===== config.mk =====
export PLATFORM = sky130hd
export DESIGN_NAME = reg_cmd_sequencer
export DESIGN_NICKNAME = d
export VERILOG_FILES = /design/src/rtl/alu_sys_pkg.sv /design/src/rtl/cmd_repeat_counter.sv /design/src/rtl/reg_cmd_sequencer.sv
export SDC_FILE = /design/constraint.sdc
export NUM_CORES = 1
export LEC_CHECK = 0
export ABC_AREA = 1
export BUFFER_PORTS_ARGS = -buffer_cell sky130_fd_sc_hd__clkbuf_2
export CORE_MARGIN = 5
export CORE_UTILIZATION = 40
export CTS_CLUSTER_SIZE = 14
export DETAILED_ROUTE_END_ITERATION = 10
export GPL_ROUTABILITY_DRIVEN = 0
export PLACE_DENSITY_LB_ADDON = 0.25
export RECOVER_POWER = 50
export SYNTH_ARGS = -nofsm -noshare
export SYNTH_HDL_FRONTEND = slang
export SYNTH_SLANG_ARGS = --single-unit

===== constraint.sdc =====
create_clock -name i_clk -period 1.8 [get_ports i_clk]
set_input_delay 0.18 -clock i_clk [delete_from_list [all_inputs] [get_ports i_clk]]
set_output_delay 0.18 -clock i_clk [all_outputs]
set_load 0.03 [all_outputs]

===== src/rtl/alu_sys_pkg.sv =====
// rtl/alu_sys_pkg.sv - FunSel encodings and sequencer state shared with the register bank
package alu_sys_pkg;

  localparam logic [1:0] FS_DEC  = 2'b00;
  localparam logic [1:0] FS_INC  = 2'b01;
  localparam logic [1:0] FS_LOAD = 2'b10;
  localparam logic [1:0] FS_CLR  = 2'b11;

  typedef enum logic [1:0] {
    ST_IDLE  = 2'b00,
    ST_ISSUE = 2'b01,
    ST_DONE  = 2'b10
  } seq_state_t;

  // Only INC/DEC honour the repeat count; LOAD/CLR always issue once.
  function automatic logic op_uses_count(input logic [1:0] op);
    return (op == FS_DEC) || (op == FS_INC);
  endfunction

endpackage


===== src/rtl/cmd_repeat_counter.sv =====
// rtl/cmd_repeat_counter.sv - loadable down-counter that saturates at zero, with an is-one flag
module cmd_repeat_counter #(
  parameter int CNT_W = 8
) (
  input  logic             i_clk,
  input  logic             i_resetn,
  input  logic             i_load,
  input  logic [CNT_W-1:0] i_load_val,
  input  logic             i_dec,
  output logic             o_is_one
);

  logic [CNT_W-1:0] r_count;

  always_ff @(posedge i_clk) begin
    if (!i_resetn) begin
      r_count <= '0;
    end else if (i_load) begin
      r_count <= i_load_val;
    end else if (i_dec && (r_count != '0)) begin
      r_count <= r_count - 1'b1;
    end
  end

  assign o_is_one = (r_count == CNT_W'(1));

endmodule


===== src/rtl/reg_cmd_sequencer.sv =====
// rtl/reg_cmd_sequencer.sv - replays one accepted command as per-cycle E/FunSel/I pulses to a register bank
module reg_cmd_sequencer
  import alu_sys_pkg::*;
#(
  parameter int NUM_REGS = 4,
  parameter int DATA_W   = 16,
  parameter int CNT_W    = 8
) (
  input  logic                i_clk,
  input  logic                i_resetn,
  input  logic                i_cmd_valid,
  output logic                o_cmd_ready,
  input  logic [1:0]          i_cmd_op,
  input  logic [NUM_REGS-1:0] i_cmd_mask,
  input  logic [CNT_W-1:0]    i_cmd_count,
  input  logic [DATA_W-1:0]   i_cmd_data,
  output logic [NUM_REGS-1:0] o_reg_e,
  output logic [1:0]          o_reg_fun_sel,
  output logic [DATA_W-1:0]   o_reg_i,
  output logic                o_done
);

  seq_state_t          r_state, w_next_state;
  logic                r_cmd_ready;
  logic [NUM_REGS-1:0] r_reg_e, w_reg_e;
  logic [1:0]          r_fun_sel, w_fun_sel;
  logic [DATA_W-1:0]   r_reg_i, w_reg_i;
  logic                r_done, w_done;

  logic                w_accept;
  logic [CNT_W-1:0]    w_eff_cnt;
  logic                w_noop;
  logic                w_cnt_load;
  logic                w_cnt_dec;
  logic                w_cnt_is_one;

  assign w_accept  = i_cmd_valid && r_cmd_ready;
  assign w_eff_cnt = op_uses_count(i_cmd_op) ? i_cmd_count : CNT_W'(1);
  assign w_noop    = (w_eff_cnt == '0) || (i_cmd_mask == '0);

  cmd_repeat_counter #(
    .CNT_W(CNT_W)
  ) u_cnt (
    .i_clk      (i_clk),
    .i_resetn   (i_resetn),
    .i_load     (w_cnt_load),
    .i_load_val (w_eff_cnt),
    .i_dec      (w_cnt_dec),
    .o_is_one   (w_cnt_is_one)
  );

  always_comb begin
    w_next_state = r_state;
    w_reg_e      = r_reg_e;
    w_fun_sel    = r_fun_sel;
    w_reg_i      = r_reg_i;
    w_done       = 1'b0;
    w_cnt_load   = 1'b0;
    w_cnt_dec    = 1'b0;
    case (r_state)
      ST_IDLE: begin
        if (w_accept) begin
          if (w_noop) begin
            w_next_state = ST_DONE;
            w_done       = 1'b1;
          end else begin
            w_next_state = ST_ISSUE;
            w_reg_e      = i_cmd_mask;
            w_fun_sel    = i_cmd_op;
            w_reg_i      = (i_cmd_op == FS_LOAD) ? i_cmd_data : '0;
            w_cnt_load   = 1'b1;
          end
        end
      end
      ST_ISSUE: begin
        w_cnt_dec = 1'b1;
        // The last bank operation happens on this edge, so drop E now.
        if (w_cnt_is_one) begin
          w_next_state = ST_DONE;
          w_reg_e      = '0;
          w_done       = 1'b1;
        end
      end
      ST_DONE: begin
        w_next_state = ST_IDLE;
      end
      default: begin
        w_next_state = ST_IDLE;
        w_reg_e      = '0;
      end
    endcase
  end

  always_ff @(posedge i_clk) begin
    if (!i_resetn) begin
      r_state     <= ST_IDLE;
      r_cmd_ready <= 1'b0;
      r_reg_e     <= '0;
      r_fun_sel   <= FS_DEC;
      r_reg_i     <= '0;
      r_done      <= 1'b0;
    end else begin
      r_state     <= w_next_state;
      r_cmd_ready <= (w_next_state == ST_IDLE);
      r_reg_e     <= w_reg_e;
      r_fun_sel   <= w_fun_sel;
      r_reg_i     <= w_reg_i;
      r_done      <= w_done;
    end
  end

  assign o_cmd_ready   = r_cmd_ready;
  assign o_reg_e       = r_reg_e;
  assign o_reg_fun_sel = r_fun_sel;
  assign o_reg_i       = r_reg_i;
  assign o_done        = r_done;

endmodule


### Yosys cells after proc, flatten, opt, wreduce, memory -nomap -nowiden

Index checks and enable logic that the tools add are counted.

| cells by class | value |
|---|---|
| mux-type cells | 20 |
| bitwise operators | 2 |
| add/subtract/negate cells | 1 |
| reductions and logical operators | 13 |
| eq/ne operators | 8 |

Operators by type and width:

| operator | number |
|---|---|
| $mux W8 | 3 |
| $mux W16 | 1 |
| $mux W4 | 3 |
| $pmux W4 S3 | 1 |
| $eq A8 B1 Y1 const B | 1 |
| $logic_not A8 Y1 | 1 |
| $reduce_bool A8 Y1 | 1 |
| $sub A8 B1 Y8 const B | 1 |
| $mux W1 | 7 |
| $logic_not A2 Y1 | 3 |
| $mux W2 | 3 |
| $eq A2 B1 Y1 const B | 2 |
| $eq A2 B2 Y1 const B | 2 |
| $logic_not A4 Y1 | 1 |
| $ne A2 B2 Y1 const B | 2 |
| $pmux W2 S2 | 1 |
| $reduce_and A4 Y1 | 1 |
| $reduce_and A3 Y1 | 1 |
| $logic_and A1 B1 Y1 | 2 |
| $logic_or A1 B1 Y1 | 2 |
| $ne A2 B1 Y1 const B | 1 |
| $not A1 Y1 | 2 |
| $pmux W1 S2 | 1 |
| $reduce_bool A2 Y1 | 1 |

| word-level totals | value |
|---|---|
| register bits after elaboration | 34 |
| logic and storage cells | 51 |
| output and inout port bits | 24 |
| input bits | 33 |

### Depth between registers and ports, before layout

| logic depth | value |
|---|---|
| depth after elaboration | 9 |
| mapped depth | 11 |

### Hierarchy

From an unflattened synthesis, not the netlist that was laid out.

| second synthesis, totals | value |
|---|---|
| cells, all modules | 320 |
| area, all modules | 1939.4 um2 |

By module, submodules not included:

| module | area each (um2) | seq. area each (um2) | cells an instance | instances |
|---|---|---|---|---|
| reg_cmd_sequencer | 1321.3 | 520.5 | 214 | 1 |
| cmd_repeat_counter | 618.1 | 160.2 | 106 | 1 |

### Least setup slack after synthesis

No wires, ideal clock.

| path | value |
|---|---|
| path kind | register to register |
| from | reg r_cmd_ready, in the netlist o_cmd_ready |
| to | reg u_cnt.r_count[1] |
| data required time | 1.744 ns |
| clock period less this slack | 1.484 ns |
| arrival time | 1.428 ns |
| stages on the path, launching flop included | 8 |
| path slack | 0.316 ns |
| buffers on the path | 1 |
| path through | dfxtp_1 > nand2_1 > nor2_4 > buf_1 > nand4_1 > nand3_1 > nand2_1 > inv_1 |

| between the ends | value |
|---|---|
| word-level cells in the longest chain between the ends | 4 |
| elaborated cells on any way between the ends | 5 |

Ends and longest elaborated chain:

| item | RTL line | RTL |
|---|---|---|
| start: declaration | reg_cmd_sequencer.sv:24 | `logic r_cmd_ready;` |
| start signal: assignment | reg_cmd_sequencer.sv:104 | `r_cmd_ready <= (w_next_state == ST_IDLE);` |
| $logic_and A1 B1 Y1 * | reg_cmd_sequencer.sv:37 | `assign w_accept = i_cmd_valid && r_cmd_ready;` |
| $mux W1 * | reg_cmd_sequencer.sv:62 | `if (w_accept) begin` |
| $mux W1 * | reg_cmd_sequencer.sv:60 | `case (r_state)` |
| $mux W8 or $reduce_bool A2 Y1 (tied branches) | -- |  |
| end signal: assignment | cmd_repeat_counter.sv:19 | `r_count <= i_load_val;` |
| end signal: assignment | cmd_repeat_counter.sv:21 | `r_count <= r_count - 1'b1;` |
| end: declaration | cmd_repeat_counter.sv:13 | `logic [CNT_W-1:0] r_count;` |

Mark *: on every way between the ends. The rest lies on a longest branch, timed or not.
A chain may end at the register's enable or synchronous reset.

### Worst setup path in the final report

| path | value |
|---|---|
| from | reg u_cnt.r_count[0] |
| to | reg u_cnt.r_count[2] |

| between the ends | value |
|---|---|
| word-level cells in the longest chain between the ends | 3 |
| elaborated cells on any way between the ends | 6 |

Ends and longest elaborated chain:

| item | RTL line | RTL |
|---|---|---|
| $sub A8 B1 Y8 or $reduce_bool A8 Y1 (tied branches) | cmd_repeat_counter.sv:21, cmd_repeat_counter.sv:20 |  |
| $mux W8 or $logic_and A1 B1 Y1 (tied branches) | cmd_repeat_counter.sv:20 | `end else if (i_dec && (r_count != '0)) begin` |
| $mux W8 or $reduce_bool A2 Y1 (tied branches) | -- |  |

Several ways; a longest one is shown, not always the timed one. The select of a mux whose other input is x is not followed.

==> run_results.csv <==
group,metric,value,unit
run_status,status,"completed",
timing,rsz0062_at_grt,"no",
cells_and_area,diodes,0,
logic_synthesis,synth_edf_count,0,
cells_and_area,fin_area,2130,sq um
worst_hold_path,hold_end,"o_reg_i[5]$_SDFFE_PN0P_",
logic_synthesis,async_reset_ff_share,0,%
placed_design,dp_hpwl,3.17,mm
critical_path,reg2reg_slack,0.24,ns
critical_path,rr_worst_depth,7,
floorplanning,initial_core_util,40.5,%
cells_and_area,final_common_cell,"nand2_1",
routing,ant_nets,0,
global_route,first_global_vias,1657,
power,pwr_density_cell,968,nW/um^2
logic_synthesis,yosysTopAreaCell,"dfxtp_1",
timing,period_share,86.6,%
critical_path,r2r_end,"u_cnt.r_count[2]$_SDFFE_PN0P_",
global_route,grt_max_degree,26,
cells_and_area,area_delta_synth_final,22.4,%
worst_hold_path,worstHoldStart,"i_cmd_data[5]",
global_route,grt_pass1_wl,7.29,mm
logic_synthesis,synthFlopType,"dfxtp_1",
critical_path,endpoint_kind,"flip-flop",
power,p_leak,0.987,nW
clock_tree,holdBufCountCts,0,
clock_tree,numCtsBuffers,5,
routing,firstDrtPassIters,4,
clock_tree,cts_tree,"yes",
logic_synthesis,yosysWarnings,0,
logic_synthesis,netlist_area,1740,sq um
worst_hold_path,worstHoldPathType,"input pin to flip-flop",
timing,fin_skew,0.00634,ns
critical_path,path_cells,"inv_1 -> ha_1 -> nand2_1 -> o21ai_2 -> nand2_2 -> o21ai_0 -> nor2_1",
critical_path,path_buf_inv,1,
floorplanning,rows,24,
floorplanning,ios,57,
routing,finalWirelength,4.19,mm
clock_tree,h-tree-depth,2,
routing,vias,1736,
placed_design,io_buffer_count,56,
routing,avgViaCountPerCell,4.88,
timing,hold_viol_final,0,
routing,drc_errors,0,
clock_tree,clkSlewWorstSetupHoldPaths,0.07,ns
critical_path,crit_slowest_cell,"dfxtp_1",
worst_hold_path,holdPathStages,3,
clock_tree,clock_path_buffers,2,
logic_synthesis,synth_seq_cells,34,
timing,tns,0,ns
global_route,grt-ovfl-total,0,
clock_tree,cts_resized,0,
critical_path,cp_max_fo,7,
logic_synthesis,synth_top_area_share,39.1,%
logic_synthesis,yosysSeqAreaShare,39.1,%
clock_tree,cts_setup_buffers,0,
timing,relSlewSlack,74.9,%
critical_path,startpoint_type,"flip-flop",
floorplanning,die_area,5770,sq um
timing,min_period,1.56,ns
logic_synthesis,syn_avg_cell_area,7.13,sq um
logic_synthesis,ys_types,29,
cells_and_area,finalNetCount,338,
timing,slew_viol_final,0,
power,vdd.ir_drop.worst,0.438,mV
critical_path,rr_startpoint,"u_cnt.r_count[0]$_SDFFE_PN0P_",
routing,wl_per_cell,11.8,microns
global_route,antenna_found_initial,0,
clock_tree,clock_latency,0.29,ns
routing,drt_iter0_markers,54,
timing,max_freq,0.641,GHz
logic_synthesis,syn_inst,244,
timing,setup_violations,0,
cells_and_area,drive_gt1_share,20.1,%
critical_path,arrival,1.74,ns
floorplanning,fp.dieH,75.9,microns
global_route,grt_usage,15.1,%
critical_path,path_class,"flip-flop to flip-flop",
clock_tree,cts-root-buf,"clkbuf_8",
floorplanning,die_w,75.9,microns
cells_and_area,final_cell_mix,"nand2_1 (56), dfxtp_1 (34), clkbuf_2 (32)",
logic_synthesis,synth_area_leaders,"dfxtp_1 (39%), nand2_1 (12%), nand4_1 (8.6%), a21oi_1 (5.5%), inv_1 (5.2%)",
critical_path,required,1.98,ns
clock_tree,numClockSinks,34,
run,max_cap_viol_count,0,
critical_path,cp_top_family,"compound AO/OA/AOI/OAI gates",
placed_design,postPlaceCellArea,2060,sq um
logic_synthesis,syn-num-nets,279,
timing,worst_pin_slew,0.378,ns
floorplanning,core,4290,sq um
critical_path,crit_path_max_incr_delay,0.34,ns
[tightest hold or removal path, delay by kind of cell]
family	cells	cell delay, ns
buffers and inverters	1	0.08
AND/OR/NAND/NOR	1	0.07
AO/OA/AOI/OAI	1	0.06
[flip-flops by register name (all words and copies together), names as in the netlist]
signal	count
o_cmd_ready	1
o_done	1
o_reg_e	4
o_reg_fun_sel	2
o_reg_i	16
r_state	2
u_cnt.r_count	8
[cells by family (layout without fill, tap and decap cells)]
group	count (synthesis)	count (layout)	synth area share [%]
XOR/XNOR	5	5	2.52
flip-flops	34	34	39.1
AO/OA/AOI/OAI	34	34	10.2
buffers and inverters	37	97	9.57
AND/OR/NAND/NOR	132	132	37.1
adder cells (fa/ha/maj)	2	2	1.44
[how the worst max path moves through the flow]
| stage | to | slack [ns] | cells past startpoint | start |
|---|---|---|---|---|
| 2_1_floorplan | u_cnt.r_count[1]$_SDFFE_PN0P_ | 0.32 | 7 | o_cmd_ready$_SDFF_PN0_ |
| 3_3_place_gp | o_reg_i[3]$_SDFFE_PN0P_ | 0.22 | 8 | i_cmd_op[1] |
| 3_5_place_dp | o_reg_i[7]$_SDFFE_PN0P_ | 0.20 | 8 | i_cmd_op[1] |
| 4_1_cts | u_cnt.r_count[5]$_SDFFE_PN0P_ | 0.23 | 7 | u_cnt.r_count[0]$_SDFFE_PN0P_ |
| 5_1_grt | u_cnt.r_count[5]$_SDFFE_PN0P_ | 0.05 | 7 | u_cnt.r_count[1]$_SDFFE_PN0P_ |
| 6_report | u_cnt.r_count[2]$_SDFFE_PN0P_ | 0.24 | 7 | u_cnt.r_count[0]$_SDFFE_PN0P_ |
[per-layer routing]
metal	routed length (microns)	part of all wire, %	global-route usage (%)
met1	1950	47	19.0
met2	1880	45	23.4
met3	285	6.8	5.57
met4	77	1.8	5.87
met5	0	0	0
[cell usage after synthesis (5+ instances only)]
| cell type | n |
|---|---|
| a21oi_1 | 19 |
| dfxtp_1 | 34 |
| inv_1 | 24 |
| nand2_1 | 56 |
| nand3_1 | 11 |
| nand3b_1 | 5 |
| nand4_1 | 24 |
| nor2_1 | 23 |
| o21ai_0 | 12 |
[power by group]
group / internal, mW / total [mW] / switching, mW / leakage [nW]
Sequential: 0.814 / 0.859 / 0.0457 / 0.277
Combinational: 0.228 / 0.610 / 0.382 / 0.663
Clock: 0.307 / 0.593 / 0.286 / 0.0472
[layout make-up]
cell class / count / area (sq um)
Clock buffer: 6 / 82.6
Clock inverter: 2 / 12.5
Timing Repair Buffer: 62 / 295
Sequential cell: 34 / 681
Tap cell: 52 / 65.1
Multi-Input combinational cell: 173 / 892
Fill cell: 475 / 2160
Inverter: 27 / 101
[through the flow]
stage / std cells / power [mW] / setup slack (ns) / utilization, % / hold slack (ns)
after floorplan: 244 / 1.35 / 0.316 / - / 0.340
after global placement: 348 / 1.50 / 0.219 / 48.1 / 0.437
after detailed placement: 348 / 1.50 / 0.205 / 48.1 / 0.445
after CTS: 356 / 2.10 / 0.225 / 50.3 / 0.129
after global routing: 356 / 2.22 / 0.0537 / 49.6 / 0.136
final: 356 / 2.06 / 0.241 / 49.6 / 0.136
Note: power is estimated with default switching activity, not from simulation.
